### src/rtl/dcc_packet_scheduler.sv
// DCC packet scheduler: estop > round-robin slots > idle; one SELECT cycle, then OFFER until pkt_ready.
// Latency: packet offered one cycle after SELECT; offer held indefinitely while pkt_ready is low.
module dcc_packet_scheduler #(
  parameter int         NUM_SLOTS  = 4,
  parameter int         REPEAT     = 3,
  parameter logic [7:0] IDLE_ADDR  = 8'hFF,
  parameter logic [7:0] IDLE_CMD   = 8'h00,
  parameter logic [7:0] ESTOP_ADDR = 8'h00,
  parameter logic [7:0] ESTOP_CMD  = 8'h41
) (
  input  logic                 clk,
  input  logic                 reset_n,
  input  logic                 wr_en,
  input  logic [1:0]           wr_slot,
  input  logic [7:0]           wr_addr,
  input  logic [7:0]           wr_cmd,
  input  logic                 estop,
  input  logic                 pkt_ready,
  output logic                 pkt_valid,
  output logic [7:0]           pkt_addr,
  output logic [7:0]           pkt_cmd,
  output logic                 pkt_is_idle,
  output logic [NUM_SLOTS-1:0] slot_busy,
  output logic [NUM_SLOTS-1:0] slot_done
);

  localparam int CW = (REPEAT < 1) ? 1 : $clog2(REPEAT + 1);
  localparam int PW = (NUM_SLOTS > 1) ? $clog2(NUM_SLOTS) : 1;

  typedef enum logic { SELECT, OFFER } state_t;
  typedef enum logic [1:0] { SRC_IDLE, SRC_ESTOP, SRC_SLOT } src_t;

  state_t                state_q, state_d;
  src_t                  src_q, sel_src;
  logic [PW-1:0]         rr_q, sel_q, pick, wr_idx;
  logic [7:0]            slot_addr_q [NUM_SLOTS];
  logic [7:0]            slot_cmd_q  [NUM_SLOTS];
  logic [CW-1:0]         slot_cnt_q  [NUM_SLOTS];
  logic [NUM_SLOTS-1:0]  slot_vld_q, done_q;
  logic [7:0]            pkt_addr_q, pkt_cmd_q, sel_addr, sel_cmd;
  logic                  found, xfer, wr_hit;

  assign xfer   = (state_q == OFFER) && pkt_ready;
  assign wr_hit = wr_en && (int'(wr_slot) < NUM_SLOTS);
  assign wr_idx = PW'(wr_slot);

  // Round-robin search starting at rr_q, wrapping to slot 0.
  always_comb begin
    int            idx;
    logic [PW-1:0] cand;
    found = 1'b0;
    pick  = '0;
    idx   = 0;
    cand  = '0;
    for (int i = 0; i < NUM_SLOTS; i++) begin
      idx  = (int'(rr_q) + i) % NUM_SLOTS;
      cand = PW'(idx);
      if (!found && slot_vld_q[cand]) begin
        found = 1'b1;
        pick  = cand;
      end
    end
  end

  always_comb begin
    sel_src  = SRC_IDLE;
    sel_addr = IDLE_ADDR;
    sel_cmd  = IDLE_CMD;
    if (estop) begin
      sel_src  = SRC_ESTOP;
      sel_addr = ESTOP_ADDR;
      sel_cmd  = ESTOP_CMD;
    end else if (found) begin
      sel_src  = SRC_SLOT;
      sel_addr = slot_addr_q[pick];
      sel_cmd  = slot_cmd_q[pick];
    end
  end

  always_comb begin
    state_d = state_q;
    case (state_q)
      SELECT:  state_d = OFFER;
      OFFER:   if (pkt_ready) state_d = SELECT;
      default: state_d = SELECT;
    endcase
  end

  always_ff @(posedge clk) begin
    if (!reset_n) begin
      state_q    <= SELECT;
      src_q      <= SRC_IDLE;
      rr_q       <= '0;
      sel_q      <= '0;
      slot_vld_q <= '0;
      done_q     <= '0;
      pkt_addr_q <= IDLE_ADDR;
      pkt_cmd_q  <= IDLE_CMD;
      for (int i = 0; i < NUM_SLOTS; i++) begin
        slot_addr_q[i] <= '0;
        slot_cmd_q[i]  <= '0;
        slot_cnt_q[i]  <= '0;
      end
    end else begin
      state_q <= state_d;
      done_q  <= '0;
      if (state_q == SELECT) begin
        pkt_addr_q <= sel_addr;
        pkt_cmd_q  <= sel_cmd;
        src_q      <= sel_src;
        sel_q      <= pick;
      end
      if (xfer && src_q == SRC_SLOT) begin
        rr_q <= (sel_q == PW'(NUM_SLOTS - 1)) ? '0 : sel_q + 1'b1;
        // A same-cycle host write to this slot takes precedence over the decrement.
        if (!(wr_hit && wr_idx == sel_q)) begin
          slot_cnt_q[sel_q] <= slot_cnt_q[sel_q] - CW'(1);
          if (slot_cnt_q[sel_q] == CW'(1)) begin
            slot_vld_q[sel_q] <= 1'b0;
            done_q[sel_q]     <= 1'b1;
          end
        end
      end
      if (wr_hit) begin
        slot_addr_q[wr_idx] <= wr_addr;
        slot_cmd_q[wr_idx]  <= wr_cmd;
        slot_cnt_q[wr_idx]  <= CW'(REPEAT);
        slot_vld_q[wr_idx]  <= 1'b1;
      end
    end
  end

  assign pkt_valid   = (state_q == OFFER);
  assign pkt_addr    = pkt_addr_q;
  assign pkt_cmd     = pkt_cmd_q;
  assign pkt_is_idle = (state_q == OFFER) && (src_q == SRC_IDLE);
  assign slot_busy   = slot_vld_q;
  assign slot_done   = done_q;

endmodule

### config.mk
export PLATFORM = sky130hd
export DESIGN_NAME = dcc_packet_scheduler
export DESIGN_NICKNAME = d
export VERILOG_FILES = /design/src/rtl/dcc_packet_scheduler.sv
export SDC_FILE = /design/constraint.sdc
export NUM_CORES = 1
export LEC_CHECK = 0
export ABC_AREA = 1
export CAP_MARGIN = 15
export CORE_MARGIN = 3
export CORE_UTILIZATION = 40
export CTS_CLUSTER_DIAMETER = 150
export CTS_CLUSTER_SIZE = 16
export DETAILED_ROUTE_END_ITERATION = 16
export GPL_TIMING_DRIVEN = 0
export HOLD_SLACK_MARGIN = 0.12
export PLACE_DENSITY = 0.7
export SETUP_SLACK_MARGIN = 0.2
export SYNTH_ARGS = -nofsm -noshare
export SYNTH_HDL_FRONTEND = slang
export SYNTH_SLANG_ARGS = --single-unit
### constraint.sdc
create_clock -name clk -period 5.6 [get_ports clk]
set_clock_uncertainty 0.15 [all_clocks]
set_input_delay 1.12 -clock clk [delete_from_list [all_inputs] [get_ports clk]]
set_output_delay 1.12 -clock clk [all_outputs]
set_load 0.02 [all_outputs]
# Word-level counts from Yosys, hierarchy flattened
# Memory sizes are Yosys's and may differ from the RTL's. A register that Yosys moved wholly into a read port is not among the register bits.
# Index checks and enable logic that the tools add are counted.
[totals]
n_memories = 3
out_inout_bits = 26
wordCells = 109
reg_bits = 31
mem_bits_rw = 72
[op_classes]
mux = 56
n_lt_le_gt_ge = 8
n_eq_ne = 4
n_bitwise = 7
n_addsub = 5
n_reduce_logical = 18
[memory_table]
columns = ["name", "words", "width", "rd", "rd_ports_with_merged_regs", "write_ports", "line_no", "text"]
rows = [
  ["slot_addr_q", 4, 8, 1, 0, 4, "36", "logic [7:0] slot_addr_q [NUM_SLOTS];"],
  ["slot_cmd_q", 4, 8, 1, 0, 4, "37", "logic [7:0] slot_cmd_q [NUM_SLOTS];"],
  ["slot_cnt_q", 4, 2, 1, 1, 4, "38", "logic [CW-1:0] slot_cnt_q [NUM_SLOTS];"],
]
[op_table]
columns = ["operator", "count"]
rows = [
  ["$mux W8", 6],
  ["$mux W2", 15],
  ["$mux W1", 23],
  ["$mux W4", 5],
  ["$lt A2 B3 Y1 const B", 6],
  ["$reduce_or A8 Y1", 2],
  ["$logic_and A1 B1 Y1", 9],
  ["$bmux W1 S2", 4],
  ["$add A2 B1 Y2 const B", 2],
  ["$add A2 B2 Y2 const B", 2],
  ["$and A4 B4 Y4", 1],
  ["$demux W1 S2", 2],
  ["$eq A2 B2 Y1 const B", 2],
  ["$ge A2 B1 Y1 const B", 2],
  ["$not A1 Y1", 4],
  ["$not A4 Y4", 1],
  ["$or A4 B4 Y4", 1],
  ["$reduce_or A2 Y1", 2],
  ["$reduce_or A4 Y1", 1],
  ["$logic_not A1 Y1", 3],
  ["$eq A2 B1 Y1 const B", 1],
  ["$eq A2 B2 Y1", 1],
  ["$logic_not A2 Y1", 1],
  ["$pmux W1 S2", 1],
  ["$sub A2 B1 Y2 const B", 1],
]

# Depth between registers and ports, before layout
# An unclocked memory read counts as a cell.
[depth]
depth_word = 15
mapped_depth = 16
depth_no_buf = 15

# Worst setup path before layout
# No wires, ideal clock.
[synth_path]
path_type = "input port to flip-flop"
from = "in wr_slot[1]"
to = "mem slot_addr_q[3][0], enable pin"
required_time_ns = 5.036
setup_ns = 0.414
slack_ns = 2.560
path_stages = 2
arrival_time_ns = 2.476
path_cell_list = "inv_1 -> o31ai_1"
[synth_rtl]
columns = ["element", "line_no", "text"]
rows = [
  ["start: declaration", "14", "input logic [1:0] wr_slot,"],
  ["end: declaration", "36", ""],
]

==> impl_results.md <==
- Number of hold violations in the final report: 0
- Clock root buffer: sky130_fd_sc_hd__clkbuf_16
- CTS HTree Levels: 3
- Number of top-level pins: a little under 50
- First-pass GRT wire length: 19.7 mm
- Antenna violations before repair: 0
- Floorplan die width: 117 µm
- Overall overflow remaining after global route: 0
- Crit path DAT: ~3300 ps
- Commonest cells after routing, fill and taps aside: 132 x sky130_fd_sc_hd__nand2_1, 75 x sky130_fd_sc_hd__inv_1, 73 x sky130_fd_sc_hd__nor2_1
- Number of iterations in the first detailed-routing pass: 5
- Post-DR wirelength/cell: 15.1 µm
- Syn. warnings: 0
- Final net count: 662
- Most common cell after layout, fill and taps aside: sky130_fd_sc_hd__nand2_1
- # setup viols final: 0
- Post-Synthesis Net Count: approximately 600
- Final weighted congestion in routability-driven placement: 0.854
- Total track usage: 17.9%
- Peak clock frequency supported by timing: 0.281 GHz
- Number of flops mapped to enable cells by yosys: 64
- Detailed Place HPWL: 8.46 mm
- Clock insertion delay at the later pin of the skew report: 350 ps
- Class of the most critical hold timing path: reg2reg
- Area of the mapped netlist: roughly 5000 µm²
- Number of I/O port buffers: 48
- Outcome: finished clean
- Clock tree from TritonCTS: done
- Worst Setup End Kind: register
- Setup repair after global routing missed its margin: false
- Reg-to-reg setup timing slack: ~3300 ps
- Max-slew headroom: 38.2%
- Fraction of registers with async set/reset: 0%
- Row cnt: 40
- Clock tree buffer depth: 2
- Layout Utilization: 49.4%
- Num CTS Buffers: 9
- Vias: around 4,000
- Final hold slack: 317 ps
- Overall die area: 13,800 µm²
- Post-Layout Inst Area: 5960 µm²
- Hold_buf cts: 0
- Distinct cell type count of the synthesized netlist: 36
- Gate Count Post-Synth: 575
- Area after DPL: 5670 µm²
- Wire length reported by the detailed router: 12.2 mm
- Max-capacitance violation count: 0
- Max-slew violations: 0
- Antenna-violating nets left: 0
- Starting density of the core: 41.2%
- Initial drt markers: 342
- Floorplan Core Area: 12,100 µm²
- Setup Buffers After CTS: 0
- Aggregate negative setup slack: 0 ps
- Number of gates given a new drive strength after cts: 0
- Maximum number of pins on one net before global-route repair: 17
- Mean area per synthesized cell: 8.64 µm²
- Clock-pin transition on the worst setup and hold timing paths: about 70 ps
- Number of standard cells in the layout, taps in and fillers out: just over 800
- P per Cell Area: 309 nW/µm²
- Maximum VDD drop: 140 µV
- Vias per inst: 5.06
- Area overhead of the layout relative to synthesis: 20.0%
- Vias in the first global route: about 3,900
- Flip-flop cell with the highest count after synthesis: sky130_fd_sc_hd__edfxtp_1
- DRC violation count after routing: 0
- Number of synthesized register bits: 105
- Share of layout cells above drive strength 1: under 10%
- Min setup slack post-route: 2040 ps
- Die Y: approximately 120 µm
- Static Leak: 2.55 nW
- Startpoint-to-endpoint class of the critical path: in2reg
- Clock period minus worst slack: between 3000 and 4000 ps
- CTS sink count: 105
- Diodes inserted: 0
- Crit-path max FO: 16
- Dpl ws: roughly 1700 ps
- Worst-Margin Slew: ~900 ps
- Number of cells in the design after placement: 791
- Startpoint type of the worst setup path: input pin
- Sequential area share after synthesis: 55.2%
- Sum of internal, switching and leakage power: 1.84 mW
- Required @ worst endpoint: 5340 ps
- Share of the clock period used by the worst path after layout: 63.6%
-- cell families after synthesis --
kind of cell               Yosys count  share of synthesized area, %
and+or+nand+nor                    307                          28.5
DFF                                105                          55.2
buffers and inverters              103                          8.64
AOI/OAI and AO/OA                   55                          6.40
adders and majority gates            5                          1.26
-- sequential cells by signal, indices dropped and copies added (netlist names), named ones only --
register     count
slot_cnt_q       8
rr_q             2
slot_cmd_q      32
pkt_addr         8
pkt_valid        1
slot_busy        4
pkt_cmd          8
sel_q            2
slot_done        4
src_q            2
slot_addr_q     32
-- power breakdown --
part           switching (mW)  internal [mW]  leakage, nW
clock                   0.271          0.346        0.139
combinational           0.206          0.120         1.45
sequential             0.0232          0.877        0.959
total                   0.501           1.34         2.55
-- cells in the mapped netlist, types with 3 or more instances --
master | instances | share of area [%]
sky130_fd_sc_hd__a21oi_1 | 27 | 2.7
sky130_fd_sc_hd__buf_2 | 6 | 0.60
sky130_fd_sc_hd__buf_6 | 4 | 0.91
sky130_fd_sc_hd__clkbuf_1 | 13 | 0.98
sky130_fd_sc_hd__dfxtp_1 | 41 | 17
sky130_fd_sc_hd__edfxtp_1 | 64 | 39
sky130_fd_sc_hd__ha_1 | 5 | 1.3
sky130_fd_sc_hd__inv_1 | 75 | 5.7
sky130_fd_sc_hd__nand2_1 | 132 | 10
sky130_fd_sc_hd__nand2_2 | 6 | 0.76
sky130_fd_sc_hd__nand2_4 | 5 | 1.1
sky130_fd_sc_hd__nand3_1 | 60 | 6.0
sky130_fd_sc_hd__nand3_2 | 3 | 0.60
sky130_fd_sc_hd__nand3b_1 | 16 | 2.4
sky130_fd_sc_hd__nor2_1 | 73 | 5.5
sky130_fd_sc_hd__nor3_1 | 6 | 0.60
sky130_fd_sc_hd__o211ai_1 | 6 | 0.91
sky130_fd_sc_hd__o21ai_0 | 13 | 1.3
-- worst max-delay path, cell delays in order --
cell and delay (ps):
sky130_fd_sc_hd__clkdlybuf4s50_1 480, sky130_fd_sc_hd__nand2_1 330, sky130_fd_sc_hd__inv_1 110, sky130_fd_sc_hd__nand3_1 100, sky130_fd_sc_hd__clkbuf_1 470, sky130_fd_sc_hd__nand2_1 680
-- worst paths after layout --
path | endpoint | startpoint | cells past startpoint
setup / recovery | slot_cmd_q[1][3]$_SDFFCE_PN0P_ | reset_n | 6
setup reg to reg | pkt_addr[5]$_SDFFE_PN1N_ | rr_q[1]$_SDFFE_PN0N_ | 12
hold reg to reg | pkt_addr[2]$_SDFFE_PN1N_ | pkt_addr[2]$_SDFFE_PN1N_ | 2
hold / removal | pkt_addr[2]$_SDFFE_PN1N_ | pkt_addr[2]$_SDFFE_PN1N_ | 2
-- layer usage --
metal / part of all wire [%] / track usage, % / vias up / wire length [µm]
met2: 50 / 30.7 / 118 / 6030
li1: - / - / 1987 / -
met4: 1.9 / 6.37 / 0 / 235
met1: 43 / 23.3 / 1962 / 5220
met5: 0 / 0 / - / 0
met3: 5.6 / 2.59 / 15 / 678
-- area by class of cell --
type | instances | area [µm²]
multi-input combinational | 367 | 1810
buffer | 25 | 135
sequential | 105 | 2740
tap | 168 | 210
timing repair buffer | 48 | 480
inverter | 78 | 294
clock inverter | 5 | 56.3
fill | 1135 | 6100
clock buffer | 11 | 233
Power figures use the tool's default switching activity.
